<file path="src/rtl/fourier_top.sv">
// 8-point DFT engine over a fixed sample ROM, one shared multiply-accumulate datapath.
// Optional macro FOURIER_ROUND_EN: round-half-up before the >>>14 store scaling (default truncates).
module fourier_top (
    input  logic        clk,
    input  logic        reset,
    input  logic [31:0] regAddr,
    output logic [31:0] regData,
    output logic        done
);

    localparam int N  = 8;
    localparam int DW = 16;
    localparam int AW = 40;

    typedef enum logic [1:0] {
        S_IDLE,
        S_MAC,
        S_STORE,
        S_DONE
    } state_t;

    state_t               state_q, state_d;
    logic [2:0]           k_q, k_d;
    logic [2:0]           n_q, n_d;
    logic signed [AW-1:0] acc_re_q, acc_re_d;
    logic signed [AW-1:0] acc_im_q, acc_im_d;
    logic                 done_q, done_d;
    logic [31:0]          result_q [N];

    logic                 wr_en;
    logic [31:0]          wr_data;
    logic [2:0]           m_idx;
    logic signed [DW-1:0] x_n;
    logic signed [DW-1:0] c_m;
    logic signed [DW-1:0] s_m;
    logic signed [31:0]   prod_re;
    logic signed [31:0]   prod_im;
    logic signed [AW-1:0] prod_re_ext;
    logic signed [AW-1:0] prod_im_ext;

    function automatic logic signed [DW-1:0] sample_rom(input logic [2:0] idx);
        case (idx)
            3'd0:    return 16'sd4096;
            3'd1:    return 16'sd2896;
            3'd2:    return 16'sd0;
            3'd3:    return -16'sd2896;
            3'd4:    return -16'sd4096;
            3'd5:    return -16'sd2896;
            3'd6:    return 16'sd0;
            default: return 16'sd2896;
        endcase
    endfunction

    function automatic logic signed [DW-1:0] cos_rom(input logic [2:0] idx);
        case (idx)
            3'd0:    return 16'sd16384;
            3'd1:    return 16'sd11585;
            3'd2:    return 16'sd0;
            3'd3:    return -16'sd11585;
            3'd4:    return -16'sd16384;
            3'd5:    return -16'sd11585;
            3'd6:    return 16'sd0;
            default: return 16'sd11585;
        endcase
    endfunction

    function automatic logic signed [DW-1:0] sin_rom(input logic [2:0] idx);
        case (idx)
            3'd0:    return 16'sd0;
            3'd1:    return 16'sd11585;
            3'd2:    return 16'sd16384;
            3'd3:    return 16'sd11585;
            3'd4:    return 16'sd0;
            3'd5:    return -16'sd11585;
            3'd6:    return -16'sd16384;
            default: return -16'sd11585;
        endcase
    endfunction

    // Q14 accumulator back to a saturated 16-bit component.
    function automatic logic [DW-1:0] scale_sat(input logic signed [AW-1:0] acc);
        logic signed [AW-1:0] biased;
        logic signed [AW-1:0] shifted;
`ifdef FOURIER_ROUND_EN
        biased = acc + 40'sd8192;
`else
        biased = acc;
`endif
        shifted = biased >>> 14;
        if (shifted > 40'sd32767) begin
            return 16'h7FFF;
        end else if (shifted < -40'sd32768) begin
            return 16'h8000;
        end else begin
            return shifted[DW-1:0];
        end
    endfunction

    // A 3-bit product wraps naturally, which is exactly (k*n) mod 8.
    assign m_idx       = k_q * n_q;
    assign x_n         = sample_rom(n_q);
    assign c_m         = cos_rom(m_idx);
    assign s_m         = sin_rom(m_idx);
    assign prod_re     = x_n * c_m;
    assign prod_im     = x_n * s_m;
    assign prod_re_ext = {{(AW-32){prod_re[31]}}, prod_re};
    assign prod_im_ext = {{(AW-32){prod_im[31]}}, prod_im};

    always_ff @(posedge clk or posedge reset) begin
        if (reset) begin
            state_q  <= S_IDLE;
            k_q      <= 3'd0;
            n_q      <= 3'd0;
            acc_re_q <= '0;
            acc_im_q <= '0;
            done_q   <= 1'b0;
        end else begin
            state_q  <= state_d;
            k_q      <= k_d;
            n_q      <= n_d;
            acc_re_q <= acc_re_d;
            acc_im_q <= acc_im_d;
            done_q   <= done_d;
        end
    end

    always_comb begin
        state_d  = state_q;
        k_d      = k_q;
        n_d      = n_q;
        acc_re_d = acc_re_q;
        acc_im_d = acc_im_q;
        done_d   = done_q;
        wr_en    = 1'b0;
        wr_data  = {scale_sat(acc_re_q), scale_sat(acc_im_q)};
        case (state_q)
            S_IDLE: begin
                state_d  = S_MAC;
                k_d      = 3'd0;
                n_d      = 3'd0;
                acc_re_d = '0;
                acc_im_d = '0;
            end
            S_MAC: begin
                acc_re_d = acc_re_q + prod_re_ext;
                acc_im_d = acc_im_q - prod_im_ext;
                if (n_q == 3'd7) begin
                    state_d = S_STORE;
                end else begin
                    n_d = n_q + 3'd1;
                end
            end
            S_STORE: begin
                wr_en    = 1'b1;
                acc_re_d = '0;
                acc_im_d = '0;
                if (k_q != 3'd7) begin
                    k_d     = k_q + 3'd1;
                    n_d     = 3'd0;
                    state_d = S_MAC;
                end else begin
                    state_d = S_DONE;
                    done_d  = 1'b1;
                end
            end
            S_DONE: begin
                done_d = 1'b1;
            end
            default: begin
                state_d = S_IDLE;
            end
        endcase
    end

    // Result bins are plain registers so reset can clear them.
    generate
        for (genvar gi = 0; gi < N; gi++) begin : g_result
            always_ff @(posedge clk or posedge reset) begin
                if (reset) begin
                    result_q[gi] <= 32'd0;
                end else if (wr_en && (k_q == 3'(gi))) begin
                    result_q[gi] <= wr_data;
                end
            end
        end
    endgenerate

    assign regData = (regAddr < 32'd8) ? result_q[regAddr[2:0]] : 32'd0;
    assign done    = done_q;

endmodule

</file>
<file path="config.mk">
export PLATFORM = sky130hd
export DESIGN_NAME = fourier_top
export DESIGN_NICKNAME = d
export VERILOG_FILES = /design/src/rtl/fourier_top.sv
export SDC_FILE = /design/constraint.sdc
export NUM_CORES = 1
export LEC_CHECK = 0
export ABC_AREA = 1
export ABC_CLOCK_PERIOD_IN_PS = 15750
export BUFFER_PORTS_ARGS = -buffer_cell sky130_fd_sc_hd__buf_4
export CORE_ASPECT_RATIO = 0.6
export CORE_MARGIN = 10
export CORE_UTILIZATION = 40
export CTS_CLUSTER_SIZE = 12
export DETAILED_ROUTE_END_ITERATION = 7
export SYNTH_ARGS = -nofsm -noshare
export SYNTH_HDL_FRONTEND = slang
export SYNTH_SLANG_ARGS = --single-unit
</file>
<file path="constraint.sdc">
create_clock -name clk -period 15.75 [get_ports clk]
set_input_delay 3.15 -clock clk [delete_from_list [all_inputs] [get_ports clk]]
set_output_delay 3.15 -clock clk [all_outputs]
set_load 0.02 [all_outputs]
</file>
==> run summary <==
Met1 Routed Length: 49600 µm
Worst Setup EP: regData[30]
synthesized area: 0.0342 mm²
multiplexer share of the synthesized area: 0.000878
area of the multi-input gates: 0.0218 mm²
Slew @ Worst Pin: 1.21 ns
clock transition at the registers of the reported paths: 0.06 ns
final setup fails: 0
Netlist cell types: 54
Setup WS post-layout: 6.77 ns
TritonCTS clock tree: built
GRT Total Usage: 0.202
Hold Path Class: reg -> reg
CP max-delay cell: buf_4
Synth Register Bits: 340
total congestion overflow: 0
PostCTS Resize Cnt: 0
IO Port Bufs: 66
core area: 0.0841 mm²
gate count of the mapped netlist: 4315
mean routed wirelength per cell: 18.1 µm
Setup Buffers After CTS: 0
Via-to-Cell Ratio: 5.13
antenna violations before repair: 1
hold depth: 2
Die Y: 247 µm
largest net degree at the start of global routing: 167
nets: 5005
DR WL met2: 37800 µm
sequential area share after synthesis: 0.249
cell area after placement: 0.0359 mm²
Crit path largest cell delay: 0.76 ns
Final Critical Period: 8.98 ns
FF-to-FF setup slack: 7.53 ns
met3 WL: 9660 µm
largest family of logic cells by synthesized area: adder cells
Reg2Reg Depth: 29
Max Cap Viol: 0
die area: 0.0980 mm²
Post-Synth Simple-Gate Area: 0.190
critical path cell sequence: buf_4 -> inv_4 -> buf_4 -> o21ai_0 -> o21ai_0 -> o21ai_0 -> a31oi_1 -> buf_4
Avg Cell Area, Syn: 7.93 µm²
placed insts: 5409
Layout Cells excl Fill: 5464
clock latency on the worst-skew pair: 0.57 ns
root buffer cell: clkbuf_16
Layout area overhead: 8.22%
Post-Synth Adder-Cell Area: 0.329
DRC: 0
CTS Buffer Depth: 3
Power Dens Cells: 78.7 mW/mm²
period utilization: 0.570
Worst EP arrival: 5.83 ns
Area contributors post-synth: dfrtp_1 25%, fa_1 24%, nand2_1 10%, inv_1 9.9%, ha_1 9.3%
Post-synth EDFFs: 0
number of global-route vias before repair: 27400
Final Skew: 0.0369 ns
reg2reg end: acc_im_q[19]
post-DP HPWL: 74000 µm
number of fill cells: 8472
cts hold-fix bufs: 0
ANT nets after route: 0
GPL Wtd Cong: 0.940
Layout Utilization: 0.440
top-count cell post-synth: nand2_1
Max Slew Vio Count: 0
top_reg_cell synth: dfrtp_1
Iteration-0 DRC Markers: 2794
clk sinks: 340
post-synthesis compound-gate area fraction: 0.106
H-Tree Level Count: 2
Async SR Flop Fraction: 1.00
DRT Wirelength: 98700 µm
Post-Synth XOR/XNOR Area: 0.00951
worst hold slack: 0.472 ns
Antenna diodes: 0
Critical R2R Launch: n_q[1]
outcome: finished clean
first-pass GRT wire length: 158000 µm
top cells by count, synth: 944 x nand2_1, 904 x inv_1, 404 x fa_1, 340 x dfrtp_1, 317 x o21ai_0
RSZ-0062 raised after global routing: false
final instance area: 0.0370 mm²
Top Ports: 67
crit end category: primary output
CP max FO: 84
CTS buffer count: 37
Max Freq: 111 MHz
final hold vios: 0
share of cells above drive strength 1: 0.0538
CP Launch Type: input pin
Yosys top cell area share: 0.249
Worst Path Required: 12.60 ns
number of warnings issued by yosys: 0
final setup TNS: 0 ns
reported leakage power: 20.4 nW
Worst Setup SP: regAddr[0]
VDD IR max: 0.0728 mV
die width: 398 µm
Place WS: 6.83 ns
DR pass1 iterations: 7
Total Power: 2.91 mW
Top Metal Used: met5
Synth area leader: dfrtp_1
Slew HR: 0.189
num rows: 82
critical path class: in -> out
Initial Util: 0.407
Sequential Area: 0.00851 mm²
DR vias: 28000
syn_nets: 5006
-- worst min path at each step --
stage | startpoint | endpoint | slack (ns)
3_3_place_gp | done | done | 0.46
2_1_floorplan | result_q[94] | result_q[94] | 0.44
5_1_grt | result_q[170] | result_q[170] | 0.49
6_report | done | done | 0.47
3_5_place_dp | result_q[164] | result_q[164] | 0.46
4_1_cts | result_q[164] | result_q[164] | 0.48
-- final cells by class --
cell class,count,area share
multi-input combinational,2920,0.588
tap,1134,0.0383
inverter,919,0.0936
clock buffer,46,0.0265
timing repair buffer,96,0.0198
sequential,340,0.230
clock inverter,9,0.00368
-- logic make-up (layout without fill, tap and decap cells) --
logic type	count (synthesis)	after routing
adders and majority gates	657	657
other	1	1
AOI/OAI and AO/OA	657	657
and+or+nand+nor	1567	1567
xor gates and xnor gates	35	35
buffers and inverters	1055	1070
DFF	340	340
muxes	3	3
-- sequential cells by signal, indices dropped and copies added, names as in the netlist --
register	count
result_q	256
k_q	3
acc_re_q	36
done	1
acc_im_q	39
n_q	3
state_q	2
-- placed cells by master, fill, tap and decap left out, drive strengths merged, types with 16 or more instances in the layout --
cell	netlist	final
nor2	305	305
ha	253	253
o21ai	336	336
inv	916	919
a31oi	32	32
dfrtp	340	340
buf	34	96
o221ai	16	16
or2	33	33
nand4	23	23
a21oi	210	210
clkbuf	102	46
nand3	225	225
fa	404	404
nand2	956	956
xor2	21	21
-- power breakdown --
group / internal [mW] / switching (mW) / total (mW)
clock: 0.488 / 0.388 / 0.875
combinational: 0.343 / 0.637 / 0.980
sequential: 0.989 / 0.0687 / 1.06
total: 1.82 / 1.09 / 2.91
-- per-layer routing --
layer,up-vias,global-route usage
met3,103,0.0524
met1,13600,0.320
met2,1065,0.269
met4,4,0.0337
met5,-,0.00793
li1,13300,-
-- worst max-delay path, delay by kind of cell --
| family | cells | cell delay, ns |
|---|---|---|
| AO/OA/AOI/OAI | 4 | 0.82 |
| buffers and inverters | 4 | 1.75 |
No activity file was read; power rests on OpenSTA's default activity.
